`config.mk`:
```
export PLATFORM = sky130hd
export DESIGN_NAME = stream_width_upsizer
export DESIGN_NICKNAME = d
export VERILOG_FILES = /design/src/rtl/stream_width_upsizer.sv
export SDC_FILE = /design/constraint.sdc
export NUM_CORES = 1
export LEC_CHECK = 0
export ABC_AREA = 1
export BUFFER_PORTS_ARGS = -buffer_cell sky130_fd_sc_hd__buf_2
export CAP_MARGIN = 25
export CELL_PAD_IN_SITES_DETAIL_PLACEMENT = 2
export CELL_PAD_IN_SITES_GLOBAL_PLACEMENT = 2
export CORE_UTILIZATION = 28
export CTS_CLUSTER_DIAMETER = 120
export CTS_CLUSTER_SIZE = 24
export DETAILED_ROUTE_END_ITERATION = 10
export PLACE_DENSITY = 0.76
export SKIP_LAST_GASP = 1
export SLEW_MARGIN = 20
export SYNTH_ARGS = -nofsm -noshare
export SYNTH_HDL_FRONTEND = slang
export SYNTH_SLANG_ARGS = --single-unit
```
`constraint.sdc`:
```
create_clock -name clk -period 1.5 [get_ports clk]
set_clock_uncertainty 0.2 [all_clocks]
set_input_delay 0.45 -clock clk [delete_from_list [all_inputs] [get_ports clk]]
set_output_delay 0.45 -clock clk [all_outputs]
set_load 0.02 [all_outputs]
```
`src/rtl/stream_width_upsizer.sv`:
```
// Serial-to-parallel stream packer: IN_WIDTH-bit beats in, IN_WIDTH*RATIO-bit words out.
// Optional lane-valid mask on m_keep when STREAM_UPSIZER_KEEP_EN is defined.
module stream_width_upsizer #(
    parameter int IN_WIDTH  = 1,
    parameter int RATIO     = 8,
    parameter int MSB_FIRST = 0
) (
    input  logic                      clk,
    input  logic                      areset,
    input  logic                      s_valid,
    output logic                      s_ready,
    input  logic [IN_WIDTH-1:0]       s_data,
    input  logic                      s_last,
    output logic                      m_valid,
    input  logic                      m_ready,
    output logic [IN_WIDTH*RATIO-1:0] m_data,
    output logic                      m_last
`ifdef STREAM_UPSIZER_KEEP_EN
    ,
    output logic [RATIO-1:0]          m_keep
`endif
);

    localparam int OUT_WIDTH = IN_WIDTH * RATIO;
    localparam int CW        = (RATIO > 1) ? $clog2(RATIO) : 1;
    localparam logic [CW-1:0] LAST_CNT = CW'(RATIO - 1);

    logic [CW-1:0]        cnt;
    logic [OUT_WIDTH-1:0] acc;
    logic [OUT_WIDTH-1:0] merged;
    logic                 accept;
    logic                 complete;

    always_comb s_ready = ~areset & (~m_valid | m_ready);

    always_comb begin
        accept   = s_valid & s_ready;
        complete = accept & ((cnt == LAST_CNT) | s_last);
    end

    // Lane i is fed by beat index i (LSB-first) or RATIO-1-i (MSB-first).
    always_comb begin
        merged = acc;
        for (int unsigned i = 0; i < RATIO; i++) begin
            if (CW'((MSB_FIRST != 0) ? (RATIO - 1 - int'(i)) : int'(i)) == cnt)
                merged[i*IN_WIDTH +: IN_WIDTH] = s_data;
        end
    end

`ifdef STREAM_UPSIZER_KEEP_EN
    logic [RATIO-1:0] keep_next;

    // A lane is valid when its beat index is at or below the completing beat.
    always_comb begin
        keep_next = '0;
        for (int unsigned i = 0; i < RATIO; i++) begin
            keep_next[i] = CW'((MSB_FIRST != 0) ? (RATIO - 1 - int'(i)) : int'(i)) <= cnt;
        end
    end
`endif

    always_ff @(posedge clk or posedge areset) begin
        if (areset) begin
            cnt     <= '0;
            acc     <= '0;
            m_valid <= 1'b0;
            m_data  <= '0;
            m_last  <= 1'b0;
`ifdef STREAM_UPSIZER_KEEP_EN
            m_keep  <= '0;
`endif
        end else begin
            if (m_valid && m_ready)
                m_valid <= 1'b0;
            if (accept) begin
                if (complete) begin
                    m_valid <= 1'b1;
                    m_data  <= merged;
                    m_last  <= s_last;
`ifdef STREAM_UPSIZER_KEEP_EN
                    m_keep  <= keep_next;
`endif
                    cnt     <= '0;
                    acc     <= '0;
                end else begin
                    cnt <= cnt + CW'(1);
                    acc <= merged;
                end
            end
        end
    end

endmodule

```
==> impl_metrics.toml, run 1 <==
[worst_setup_path]
crit_slowest_cell = "dfrtp_1"
cp_cell_sequence = "a21oi_2, buf_6"
critPathTopFamily = "flip-flops"
required_ns = 0.85
r2r_setup_slack_ns = -0.09
worstPathMaxFanout = 3
cp-end-kind = "primary output"
max_stage_delay_ns = 0.43
path_buf_inv = 1
critical_path_class = "reg2out"
cp-start-kind = "register"
critical_path_arrival_ns = 1.02

[drt]
drt_iter0_drc = 34
drc_errors = 0
ant_nets = 0
drt-vias-per-instance = 4.56
drtPass1Iterations = 3
dr_total_vias = 972
wire_per_inst_um = 15.7
drt-total-wl_mm = 3.35

[grt]
grt_overflow = 0
grt_pass1_wl_mm = 5.44
grt_max_degree = 13
grt_pass1_vias = 1137
antenna_found_initial = 0
grtUsageTotal_pct = 18.0

[clock_tree]
cts_buffers = 3
cts_tree = "done"
htreeDepth = 1
path_clk_slew_ns = 0.08
cts-root-buf = "clkbuf_8"
clock_path_buffers = 2
clk_latency_ns = 0.26
cts_num_sinks = 21
postCtsHoldBufs = 0

[yosys]
synth_area_per_cell_um2 = 7.84
syn_inst = 132
ys_types = 14
yosys_register_bits = 21
syn-num-nets = 144
ys_seq_area_share_pct = 50.8
yosys_warnings = 0
netlist_area_um2 = 1030

[place]
gp_congestion = 0.751
place_hpwl_mm = 2.23
io_buffers = 16

[pwr]
peakVddDrop_uv = 372
total_power_w = 0.00149
powerDensity_nw_per_um2 = 1000
leakage_nw = 0.798

[timing]
drv_slew = 0
setup_viol = 23
rsz0062_at_grt = "true"
period_minus_slack_ns = 1.67
clock.fmax_ghz = 0.599
worst_pin_slew_ns = 0.283
relSlewSlack_pct = 81.1
timing.final.crit_share_pct = 111
fin_ws_ns = -0.170
hold_violations = 0

[floorplan]
initial_core_util_pct = 30.1
die_h_um = 62.8
core_area_um2 = 3440
ioPinCount = 17
die_x_um = 62.8
fp-row-count = 21
fp.dieArea_um2 = 3940

[run_status]
status = "finished, violations left"
failed_checks = "setup timing"

[cells_and_area]
mostFrequentLayoutCell = "nand2_1"
syn_to_final_growth_pct = 43.9
diodes = 0
fin_util_pct = 43.3
mostFrequentLayoutCells = "74 x nand2_1, 21 x dfrtp_1, 14 x buf_2"
num-nets-final = 180
final_layout_size_suffix_gt1_share_pct = 33.5

[hold_path]
min_path_type = "in2async"

[run]
max_cap_viol_count = 0
-- final timing paths --
check                      cells past startpoint   endpoint       from
hold / removal                                 3     m_last     areset
setup reg to reg                               6     acc[6]    m_valid
min in group clk                               2  m_data[1]  m_data[1]
hold reg to reg                                2  m_data[1]  m_data[1]
setup / recovery                               2    s_ready    m_valid
max in group asynchronous                      3     acc[0]     areset
-- report_power, final --
| part | total, W | leakage, nW | switching (W) | internal (W) |
|---|---|---|---|---|
| clock | 0.000383 | 0.0255 | 0.000198 | 0.000185 |
| combinational | 0.000435 | 0.488 | 0.000262 | 0.000173 |
| sequential | 0.000672 | 0.284 | 0.0000443 | 0.000628 |
-- kinds of logic after synthesis --
family | synth area share [%]
compound gates | 3.39
simple gates | 33.4
flops | 50.8
fa+ha+maj | 7.25
buf+inv | 5.20
-- cell usage after synthesis --
cell type	instances	area, um^2
buf_4	1	7.51
buf_2	1	5.00
ha_1	6	75.1
nand3_1	1	5.00
a21oi_1	1	5.00
inv_1	10	37.5
dfrtp_1	21	526
o21ai_0	6	30.0
nor2_2	2	12.5
inv_2	1	3.75
nand4_2	1	12.5
nand2_1	78	293
nand4_1	2	12.5
nand3_2	1	10.0
-- what timing repair did --
item                                    4_1_cts  5_1_grt
gates resized for setup                      27        7
gates cloned                                  1        0
endpoints found under the setup margin       23       23
pin swaps                                    11        3
buffers inserted                              1        3
-- registers in the layout (all words and copies together) (netlist names) --
signal and cells:
m_valid 1, cnt 3, m_data 8, acc 8, m_last 1
-- metrics by stage --
step	hold slack, ns	instance area, um^2	cells	setup WS [ns]	TNS (ns)
2_1_floorplan	0.0628	1050	132	0.00391	0
3_3_place_gp	0.254	1260	204	-0.0541	-0.553
3_5_place_dp	0.270	1260	204	-0.119	-1.57
4_1_cts	0.0557	1420	210	-0.174	-0.764
5_1_grt	0.0703	1490	213	-0.222	-3.61
6_report	0.0659	1490	213	-0.170	-1.53
-- area by class of cell --
type                       instances  area, um^2
clock buffer                       3        41.3
clock inverter                     1        5.00
fill                             391        1950
inverter                          11        46.3
multi-input combinational         99         577
sequential                        21         526
tap                               46        57.6
timing repair buffer              32         236
-- worst reg2reg max path, delay by kind of cell (launching register included) --
| kind | cells | cell delay [ns] |
|---|---|---|
| and+or+nand+nor | 5 | 0.78 |
| DFF | 1 | 0.43 |
| buffers and inverters | 1 | 0.13 |
-- layer usage --
| layer | vias up | wire [um] | share of wire, % | track usage, % |
|---|---|---|---|---|
| li1 | 480 | - | - | - |
| met1 | 477 | 1350 | 40 | 19.4 |
| met2 | 11 | 1930 | 58 | 35.6 |
| met3 | 4 | 51 | 1.5 | 2.92 |
| met4 | 0 | 25 | 0.75 | 4.65 |
| met5 | - | 0 | 0 | 0 |
Power figures use the tool's default switching activity.
==> run 2, diff against run 1 <==
- CORE_UTILIZATION: 28 -> 30
- CTS_BUF_LIST: default -> sky130_fd_sc_hd__clkbuf_4 sky130_fd_sc_hd__clkbuf_8
- PLACE_DENSITY: 0.76 -> 0.8
==> run 2 against run 1 <==
The run now fails in 5_1_grt. Synthesized cell count stayed put. Synthesized area unchanged.
==> impl_metrics.toml, run 2 <==
[run_status]
status = "stopped before the end"
error = "[ERROR DPL-0033] detailed placement checks failed during check placement."
failed_stage = "5_1_grt"

[yosys]
netlist_area_um2 = 1030
synthTopCellsByArea = "dfrtp_1 51%, nand2_1 28%, ha_1 7.3%, inv_1 3.6%, o21ai_0 2.9%"
dominantRegCellSynth = "dfrtp_1"
yosys_register_bits = 21
syn-num-nets = 144
yosysMostFrequentCell = "nand2_1"
async_flop_share_pct = 100
synth-edff-count = 0
yosys_warnings = 0
synth_top_area_share_pct = 50.8
ys_seq_area_share_pct = 50.8
synth_area_per_cell_um2 = 7.84
ys_types = 14
synth_top_area_cell = "dfrtp_1"
synth_common_cells = "78 x nand2_1, 21 x dfrtp_1, 10 x inv_1"
syn_inst = 132

[grt]
antenna_found_initial = 0
grt_max_degree = 12

[floorplan]
fp-row-count = 20
ioPinCount = 17
initial_core_util_pct = 32.8
die_h_um = 60.7
die_x_um = 60.7

[place]
postPlaceCellArea_um2 = 1260
gp_congestion = 0.778
io_buffers = 16
place_hpwl_mm = 2.28
dpl.cell_count = 202

[clock_tree]
cts_buffers = 3
cts-root-buf = "clkbuf_4"
cts_num_sinks = 21
clock_path_buffers = 2
htreeDepth = 1

[timing]
worstEndpointType = "primary output"
worst_endpoint = "s_ready"
==> run 2: cell counts after synthesis <==
Identical to the previous run, type by type.
==> run 2: cell families after synthesis <==
group | count (synthesis) | synth area share, %
buf+inv | 13 | 5.20
simple gates | 85 | 33.4
fa+ha+maj | 6 | 7.25
compound gates | 7 | 3.39
flops | 21 | 50.8
==> run 2: timing repair <==
action	CTS
pin swaps	9
hold buffers	1
gates resized for setup	65
buffers inserted	10
hold endpoints to repair	5
endpoints found under the setup margin	32
gates cloned	1
==> run 2: per-stage QoR <==
step	hold slack (ns)	setup slack, ns
2_1_floorplan	0.0628	0.00391
3_3_place_gp	0.254	-0.0456
3_5_place_dp	0.257	-0.132
4_1_cts	0.0123	-0.181
==> run 3, diff against run 2 <==
- CELL_PAD_IN_SITES_DETAIL_PLACEMENT: 2 -> default
- CELL_PAD_IN_SITES_GLOBAL_PLACEMENT: 2 -> default
- CORE_UTILIZATION: 30 -> 20
- CTS_BUF_LIST: sky130_fd_sc_hd__clkbuf_4 sky130_fd_sc_hd__clkbuf_8 -> default
- CTS_CLUSTER_DIAMETER: 120 -> default
- CTS_CLUSTER_SIZE: 24 -> default
- PLACE_DENSITY: 0.8 -> default
- PLACE_DENSITY_LB_ADDON: default -> 0.15
- clock period: 1.5 -> 1.95 ns (I/O delays scaled with it)
==> run 3 against run 2 <==
The run now ends clean.
==> impl_metrics.toml, run 3 (same netlist as run 1, synthesis figures left out) <==
[run_status]
status = "finished, final reports clean"

[pwr]
leakage_nw = 0.726
peakVddDrop_uv = 374
total_power_w = 0.00103
powerDensity_nw_per_um2 = 807

[drt]
ant_nets = 0
drt-total-wl_mm = 2.24
drtPass1Iterations = 4
drc_errors = 0
wire_per_inst_um = 10.1
dr_total_vias = 852
drt-vias-per-instance = 3.86
drt_iter0_drc = 27

[grt]
grtUsageTotal_pct = 9.28
grt_pass1_vias = 817
antenna_found_initial = 0
grt_overflow = 0
grt_max_degree = 22
grt_pass1_wl_mm = 3.88

[timing]
period_minus_slack_ns = 1.83
setup_viol = 0
fin_ws_ns = 0.123
clock.fmax_ghz = 0.547
hold_violations = 0
rsz0062_at_grt = "false"
drv_slew = 0
worst_pin_slew_ns = 0.290
relSlewSlack_pct = 80.6
timing.final.crit_share_pct = 93.7
fin_setup_tns_ns = 0

[cells_and_area]
num-nets-final = 167
final_layout_size_suffix_gt1_share_pct = 18.2
mostFrequentLayoutCell = "nand2_1"
syn_to_final_growth_pct = 23.1
fin_util_pct = 26.3
fin_cells = 221
diodes = 0
mostFrequentLayoutCells = "78 x nand2_1, 21 x dfrtp_1, 16 x buf_2"
top_regs = "acc: 8 flops, m_data: 8 flops, cnt: 3 flops"

[floorplan]
die_h_um = 73.9
initial_core_util_pct = 21.3
ioPinCount = 17
fp-row-count = 25
core_area_um2 = 4850
die_x_um = 73.9
fp.dieArea_um2 = 5470

[worst_setup_path]
cp-start-kind = "input port"
worstPathMaxFanout = 2
path_buf_inv = 3
r2r_start = "cnt[0]"
critPathTopFamily = "buffers and inverters"
cp-end-kind = "primary output"
critical_path_arrival_ns = 1.04
critical_path_class = "in2out"
cp_cell_sequence = "buf_2, inv_1, a21oi_1, buf_2"
required_ns = 1.16
max_stage_delay_ns = 0.19
cp-startpoint = "m_ready"
path_common_cell = "buf_2"
crit_slowest_cell = "buf_2"

[hold_path]
min_path_type = "in2async"

[place]
io_buffers = 16
gp_congestion = 0.722
place_hpwl_mm = 1.65
place_ws_ns = 0.118
dpl.cell_count = 217

[clock_tree]
clk_latency_ns = 0.26
path_clk_slew_ns = 0.08
clock_path_buffers = 2
cts-root-buf = "clkbuf_8"
cts_buffers = 3
cts_tree = "done"
cts_num_sinks = 21
htreeDepth = 1
postCtsHoldBufs = 0
cts_resized = 0
cts_setup_buffers = 0

[run]
max_cap_viol_count = 0
## run 3: metrics by stage
| step | area (um^2) | hold slack [ns] |
|---|---|---|
| 2_1_floorplan | 1030 | 0.249 |
| 3_3_place_gp | 1230 | 0.255 |
| 3_5_place_dp | 1230 | 0.253 |
| 4_1_cts | 1270 | 0.204 |
| 5_1_grt | 1270 | 0.228 |
| 6_report | 1270 | 0.201 |
## run 3: layout make-up
type / count / area, um^2
tap: 67 / 83.8
multi-input combinational: 98 / 455
timing repair buffer: 20 / 123
sequential: 21 / 526
inverter: 11 / 41.3
clock buffer: 4 / 45.0
fill: 547 / 3570
## run 3: final timing paths
kind                        endpoint  depth (start not counted)  slack [ns]
max                          s_ready                          4        0.12
min                          m_valid                          3        0.20
max reg2reg                   acc[0]                          8        0.19
min reg2reg                   m_last                          2        0.27
max in group asynchronous  m_data[4]                          3        1.12
min in group clk              m_last                          2        0.27
## run 3: worst min-delay path, cell delays in order
cell,delay (ns)
buf_2,0.11
inv_2,0.07
buf_4,0.30
## run 3: power breakdown
group | switching [W] | internal, W | total (W)
sequential | 0.0000300 | 0.000483 | 0.000513
clock | 0.000147 | 0.000146 | 0.000292
combinational | 0.000146 | 0.0000777 | 0.000223
total | 0.000322 | 0.000706 | 0.00103
## run 3: layer usage
metal	global-route usage [%]	share of wire, %	up-vias
li1	-	-	445
met1	12.8	52	391
met2	14.6	43	14
met3	2.85	3.7	2
met4	1.28	0.58	0
met5	0	0	-
